### src/rtl/ibuf_rd_ctrl.sv
// ibuf_rd_ctrl: read sequencer for the image buffer SRAM.
// On a start command it issues a burst of consecutive word reads, absorbs the
// SRAM's one-cycle read latency in a pending flag, and buffers returned words
// in a 2-entry FIFO that feeds a valid/ready stream. Issue is throttled so
// buffered plus in-flight words never exceed two, which gives full
// backpressure without overflow and one word per cycle when m_ready stays high.
module ibuf_rd_ctrl #(
  parameter int WD    = 128,
  parameter int DEPTH = 64,
  parameter int WA    = $clog2(DEPTH)
) (
  input  logic            clk,
  input  logic            rstn,
  // command side
  input  logic            start,
  input  logic [WA-1:0]   base_addr,
  input  logic [WA:0]     len,
  output logic            busy,
  output logic            done,
  // SRAM read port
  output logic            mem_cs,
  output logic            mem_we,
  output logic [WA-1:0]   mem_addr,
  input  logic [WD-1:0]   mem_dout,
  // output stream
  output logic            m_valid,
  input  logic            m_ready,
  output logic [WD-1:0]   m_data
);

  typedef enum logic [1:0] {
    ST_IDLE = 2'd0,
    ST_RUN  = 2'd1,
    ST_DONE = 2'd2
  } state_e;

  localparam logic [WA:0] DEPTH_W = (WA+1)'(DEPTH);
  localparam logic [WA:0] CNT_ONE = (WA+1)'(1);

  // ---------------------------------------------------------------------------
  // State
  // ---------------------------------------------------------------------------
  state_e          state_q, state_d;
  logic            busy_q, done_q;
  logic [WA-1:0]   base_q, base_d;
  logic [WA:0]     len_q, len_d;
  logic [WA:0]     issued_q, issued_d;
  logic            inflight_q;
  logic [WA-1:0]   addr_q, addr_d;

  // 2-entry output FIFO: head_q is the word presented on m_data
  logic [1:0]      fifo_cnt_q, fifo_cnt_d;
  logic [WD-1:0]   head_q, head_d;
  logic [WD-1:0]   tail_q, tail_d;

  // ---------------------------------------------------------------------------
  // Combinational datapath
  // ---------------------------------------------------------------------------
  logic            pop;
  logic            push;
  logic [2:0]      occupancy;
  logic            issue;
  logic [WA:0]     addr_sum;
  logic [WA:0]     addr_wrap;
  logic            burst_end;

  assign pop  = (fifo_cnt_q != 2'd0) && m_ready;
  assign push = inflight_q;

  // Words that will be held or outstanding after this cycle's pop; an issue is
  // only allowed if it cannot push the total past the FIFO capacity.
  assign occupancy = {1'b0, fifo_cnt_q} + {2'b00, inflight_q} - {2'b00, pop};

  assign issue = (state_q == ST_RUN) && (issued_q < len_q) && (occupancy < 3'd2);

  // Address arithmetic in WA+1 bits with one conditional subtract, so the
  // wrap is correct for depths that are not a power of two.
  assign addr_sum  = {1'b0, base_q} + issued_q;
  assign addr_wrap = (addr_sum >= DEPTH_W) ? (addr_sum - DEPTH_W) : addr_sum;

  // The burst is finished on the edge that takes the last word out of the
  // FIFO: everything issued, nothing in flight, FIFO empty after this cycle.
  assign burst_end = (issued_q == len_q) && !inflight_q && (fifo_cnt_d == 2'd0);

  // Outputs
  assign mem_cs   = issue;
  assign mem_we   = 1'b0;
  assign mem_addr = issue ? addr_wrap[WA-1:0] : addr_q;
  assign m_valid  = (fifo_cnt_q != 2'd0);
  assign m_data   = head_q;
  assign busy     = busy_q;
  assign done     = done_q;

  // FIFO next-state: push from the SRAM return, pop on stream handshake
  // NOTE: every variable driven here gets a default first, so no path leaves
  // one unassigned and no latch is inferred.
  always_comb begin
    fifo_cnt_d = fifo_cnt_q;
    head_d     = head_q;
    tail_d     = tail_q;
    unique case ({push, pop})
      2'b10: begin
        if (fifo_cnt_q == 2'd0) head_d = mem_dout;
        else                    tail_d = mem_dout;
        fifo_cnt_d = fifo_cnt_q + 2'd1;
      end
      2'b01: begin
        if (fifo_cnt_q == 2'd2) head_d = tail_q;
        fifo_cnt_d = fifo_cnt_q - 2'd1;
      end
      2'b11: begin
        if (fifo_cnt_q == 2'd1) begin
          head_d = mem_dout;
        end else begin
          head_d = tail_q;
          tail_d = mem_dout;
        end
      end
      default: ;
    endcase
  end

  // Control next-state: FSM transitions, command latch, issue counter
  always_comb begin
    state_d  = state_q;
    base_d   = base_q;
    len_d    = len_q;
    issued_d = issued_q;
    addr_d   = issue ? addr_wrap[WA-1:0] : addr_q;
    unique case (state_q)
      ST_IDLE: begin
        if (start) begin
          base_d   = base_addr;
          len_d    = len;
          issued_d = '0;
          state_d  = (len == '0) ? ST_DONE : ST_RUN;
        end
      end
      ST_RUN: begin
        if (issue)     issued_d = issued_q + CNT_ONE;
        if (burst_end) state_d  = ST_DONE;
      end
      ST_DONE: state_d = ST_IDLE;
      default: state_d = ST_IDLE;
    endcase
  end

  // Register all state; busy/done are registered decodes of the next state
  // NOTE: sequential state uses non-blocking assignments so every flop samples
  // the pre-edge values regardless of statement order.
  // NOTE: the FIFO storage is reset because m_data must read zero during
  // reset; the buffer is only two words, so this costs almost nothing.
  always_ff @(posedge clk or negedge rstn) begin
    if (!rstn) begin
      state_q    <= ST_IDLE;
      busy_q     <= 1'b0;
      done_q     <= 1'b0;
      base_q     <= '0;
      len_q      <= '0;
      issued_q   <= '0;
      inflight_q <= 1'b0;
      addr_q     <= '0;
      fifo_cnt_q <= 2'd0;
      head_q     <= '0;
      tail_q     <= '0;
    end else begin
      state_q    <= state_d;
      busy_q     <= (state_d == ST_RUN);
      done_q     <= (state_d == ST_DONE);
      base_q     <= base_d;
      len_q      <= len_d;
      issued_q   <= issued_d;
      inflight_q <= issue;
      addr_q     <= addr_d;
      fifo_cnt_q <= fifo_cnt_d;
      head_q     <= head_d;
      tail_q     <= tail_d;
    end
  end

endmodule

### config.mk
export PLATFORM = sky130hd
export DESIGN_NAME = ibuf_rd_ctrl
export DESIGN_NICKNAME = d
export VERILOG_FILES = /design/src/rtl/ibuf_rd_ctrl.sv
export SDC_FILE = /design/constraint.sdc
export NUM_CORES = 1
export LEC_CHECK = 0
export CAP_MARGIN = 20
export CORE_UTILIZATION = 55
export DETAILED_ROUTE_END_ITERATION = 6
export PLACE_DENSITY_LB_ADDON = 0.05
export SLEW_MARGIN = 30
export SYNTH_ARGS = -nofsm -noshare
export SYNTH_HDL_FRONTEND = slang
export SYNTH_SLANG_ARGS = --single-unit
### constraint.sdc
create_clock -name clk -period 8.1 [get_ports clk]
set_input_delay 1.62 -clock clk [delete_from_list [all_inputs] [get_ports clk]]
set_output_delay 1.62 -clock clk [all_outputs]
set_load 0.1 [all_outputs]
Word-level counts from Yosys, hierarchy flattened
Cells that the tools add are included.

Add/subtract/negate cells: 7. Multiply operators: 0. Div/mod/pow operators: 0. $lt $le $gt $ge: 3. Eq/ne operators: 15. Shifts and indexed selects: 0. Mux-type cells: 17. Bitwise operators: 0. Reduce and logical (&&, ||, !) cells: 18.

Operators with widths (count): $mux 128 (5); $pmux 128 s3 (1); $pmux 128 s2 (1); $mux 7 (2); $pmux 7 s2 (1); $mux 6 (2); $ne 2x2->1 const B (6); $reduce_and 3->1 (3); $eq 2x1->1 const B (4); $eq 2x2->1 const B (4); $pmux 2 s2 (2); $add 6x7->7 (1); $add 7x1->7 const B (1); $eq 7x7->1 (1); $ge 7x7->1 const B (1); $logic_not 7->1 (1); $lt 7x7->1 (1); $logic_not 2->1 (3); $mux 2 (3); $reduce_bool 2->1 (3); $sub 6x1->6 const B (1); $logic_and 1x1->1 (5); $add 2x1->3 (1); $lt 3x2->1 const B (1); other kinds (6) (6).

Flip-flop bits (word level): 289. Latch bits: 0. Memory bits (writable): 0. Bits in read-only memories: 0. Input bits: 145. Output and inout port bits: 139. Logic and storage cells: 71. Memories kept: 0.

Logic depth before layout (Yosys ltp)
Word-level depth: 9. Gate-level depth with buffers: 12. Mapped depth without buffers: 11.

Worst setup path before layout
No wires, ideal clock.

Path kind: input port to output port. Start point: input port m_ready. End point: output port mem_addr[1]. Arrival time: 5175 ps. Data required time: 6480 ps. Path slack: 1305 ps. Stages: 7. Path buffers: 0. Cells stage by stage: nand2b_4 > xnor2_1 > nand2_1 > fa_1 > and4bb_1 > o211ai_4 > o31ai_1.

Word-level cells in the longest chain between the ends: 5.

Ends and longest elaborated chain: start, declared (line 27) `input logic m_ready,`; $logic_and 1x1->1 (line 67) `assign pop = (fifo_cnt_q != 2'd0) && m_ready;`; $sub 3x1->3 (line 72) `assign occupancy = {1'b0, fifo_cnt_q} + {2'b00, inflight_q} - {2'b00, pop};`; $lt 3x2->1 (line 74) `assign issue = (state_q == ST_RUN) && (issued_q < len_q) && (occupancy < 3'd2);`; $logic_and 1x1->1 (line 74); $mux 6; end, declared (line 23) `output logic [WA-1:0] mem_addr,`.

Every way passes these cells.

Worst setup path in the final report
Start point: input port m_ready. End point: output port mem_cs.

Word-level cells in the longest chain between the ends: 4.

Ends and longest elaborated chain: $logic_and 1x1->1 (line 67); $sub 3x1->3 (line 72); $lt 3x2->1 (line 74); $logic_and 1x1->1 (line 74); end, declared (line 21) `output logic mem_cs,`.

Every way passes these cells.

==> results.md <==
- Antenna violations before repair: 2
- CTS tree: done
- Setup_tns: 0 ns
- Final setup fails: 0
- Antenna-violating nets left: 0
- Req. time, crit path: 6.48 ns
- Most frequent cells after synthesis: dfrtp_1, nand2_1, o21ai_1
- Clk buf depth: 3
- Cell family with most CP delay: buffers and inverters
- H-tree Lvls: 1
- R2R setup slack: 4.77 ns
- Share of layout cells above drive strength 1: 0.06944
- Final GP Congestion: 0.7655
- Synthesized area per cell: 12.50 sq um
- Clock Root Buffer: clkbuf_16
- Run status: finished, final reports clean
- Crit-path slowest cell: clkdlybuf4s50_1
- Number of synthesized flops with an enable pin: 0
- First-pass GRT wire length: 43550 um
- DRC errors left: 0
- Hold Crit Class: reg -> reg
- Worst skew pair latency: 0.55 ns
- Yosys warning count: 0
- Seq/Total Area, Yosys: 0.5721
- Mapped Area: 0.01264 sq mm
- CP startpoint: m_ready
- RR Startpoint: fifo_cnt_q[1]$_DFF_PN0_
- Fin worst setup slack: 1.129 ns
- Final Max Slew Viols: 0
- Ports: 284
- P&R area growth vs syn: 30.60%
- Critical Path Sink Type: output pin
- Vias in the first global route: 8396
- Hold path start: m_data[80]$_DFFE_PN0P_
- Arr. time, crit path: 5.35 ns
- Die area: 0.02359 sq mm
- Die Width: 153.6 um
- Vias/cell: 5.253
- Cell with the most instances after synthesis: dfrtp_1
- Fmax achieved: 143.5 MHz
- Largest area contributor in the netlist: dfrtp_1
- Core Area: 0.02257 sq mm
- DR iter-0 viols: 407
- Unique masters post-synth: 46
- Initial cell density of the core: 0.5600
- Setup CP Type: in -> out
- Post-CTS Setup Inserts: 0
- # nets final: 1435
- Crit path cell chain: clkdlybuf4s50_1 -> nand2b_4 -> xnor2_1 -> nand2_1 -> fa_1 -> and4bb_1 -> o211ai_4 -> nor2_2 -> clkdlybuf4s50_1
- Drt pass-1 iters: 4
- Ys async rst share: 1.000
- CTS sink count: 289
- Die Y: 153.6 um
- GRT Total Usage: 0.2301
- Number of synthesized register bits: 289
- Worst-path maximum fanout: 12
- Top cell type's share of synthesized area: 0.5721
- Max-Slew Margin vs Limit: 0.2996
- CP bufs+invs: 2
- PortBufs: 282
- Dpl ws: 1.147 ns
- Fill count: 1640
- CTS buffer count: 31
- Ys flop type: dfrtp_1
- Syn nets: 1174
- WL/cell: 16.95 um
- Worst Setup Start Kind: input pin
- Cell area after layout: 0.01651 sq mm
- Largest net degree at the start of global routing: 156
- Reg clk slew, reported paths: 0.06 ns
- Post-route minimum period: 6.971 ns
- Cell Area, Placed: 0.01540 sq mm
- Routed wire length: 26840 um
- Tightest Pin Transition: 1.047 ns
- Cts hold-fix bufs: 0
- Skew final: 0.01490 ns
- Area contributors post-synth: dfrtp_1, mux2_1, mux2i_1
- CP max stage delay: 1.24 ns
- Most used cell, CP: clkdlybuf4s50_1
- Synth Instances: 1011
- Dpl hpwl: 17510 um
- Final Hold Vio Count: 0
- Vias post-DR: 8320
- Core Rows: 55
- Post-CTS Resized: 0
- Final period util: 0.8606
- Maxcap violations: 0
- RSZ-0062 raised after global routing: no
- GRT overflow: 0
-- sequential cells by signal, summed over array words and instances, names as in the netlist --
signal,cells
fifo_cnt_q,2
base_q,6
tail_q,128
issued_q,7
addr_q,6
inflight_q,1
m_data,128
busy,1
state_q,2
len_q,7
done,1
-- final timing paths --
path | cells past startpoint | to
hold reg to reg | 2 | m_data[80]$_DFFE_PN0P_
hold / removal | 2 | m_data[80]$_DFFE_PN0P_
setup reg to reg | 10 | addr_q[0]$_DFF_PN0_
min in group asynchronous | 1 | m_data[124]$_DFFE_PN0P_
max in group asynchronous | 2 | tail_q[64]$_DFFE_PN0P_
setup / recovery | 9 | mem_cs
-- area by class of cell --
type | instances | area, sq um | share of cell area
Inverter | 15 | 56.30 | 0.003410
Sequential cell | 289 | 7232 | 0.4380
Tap cell | 285 | 356.6 | 0.02160
Timing Repair Buffer | 290 | 2889 | 0.1750
Multi-Input combinational cell | 645 | 4855 | 0.2941
Clock inverter | 13 | 219.0 | 0.01326
Clock buffer | 44 | 894.6 | 0.05419
Antenna cell | 3 | 7.507 | 0.0004547
-- worst reg2reg max path: cells and delay by family, from the launching register on --
family | cells | cell delay [ns]
adders and majority gates | 2 | 0.76
and+or+nand+nor | 4 | 1.03
muxes | 1 | 0.40
buffers and inverters | 1 | 0.10
xor gates and xnor gates | 1 | 0.28
AOI/OAI and AO/OA | 1 | 0.15
DFF | 1 | 0.47
-- cells in the final DEF, fill, tap and decap left out, drive strengths merged, types with 9 or more instances in the layout --
cell type      instances
a21oi                  9
buf                   25
clkbuf                44
clkdlybuf4s50        265
dfrtp                289
ha                    16
inv                   16
mux2                 132
mux2i                130
nand2                161
o21ai                140
xnor2                 11
-- layer usage --
layer  wire length [um]  GRT usage
met2              12770     0.3725
met1              11650     0.3065
met5                  0          0
met3               1842    0.06172
met4                582    0.06429
-- through the flow --
stage / cells / hold slack [ns] / utilization
2_1_floorplan: 1011 / 0.4523 / -
6_report: 1584 / 0.4789 / 0.7314
4_1_cts: 1581 / 0.4852 / 0.7318
5_1_grt: 1582 / 0.4900 / 0.7312
3_3_place_gp: 1522 / 0.4653 / 0.6816
3_5_place_dp: 1524 / 0.4716 / 0.6825
-- cell families (layout without fill, tap and decap cells) --
kind of cell / after synthesis / in the layout / synth area share
other: 1 / 4 / 0.0002967
adder cells (fa/ha/maj): 18 / 18 / 0.01900
flip-flops: 289 / 289 / 0.5721
multiplexers: 262 / 262 / 0.2205
buffers and inverters: 77 / 362 / 0.04543
AO/OA/AOI/OAI: 162 / 162 / 0.06958
AND/OR/NAND/NOR: 190 / 190 / 0.06473
XOR/XNOR: 12 / 12 / 0.008314
Power is left out: the tool's default activity adds up to more than one toggle a clock period on the data nets, which glitch-free logic cannot reach.
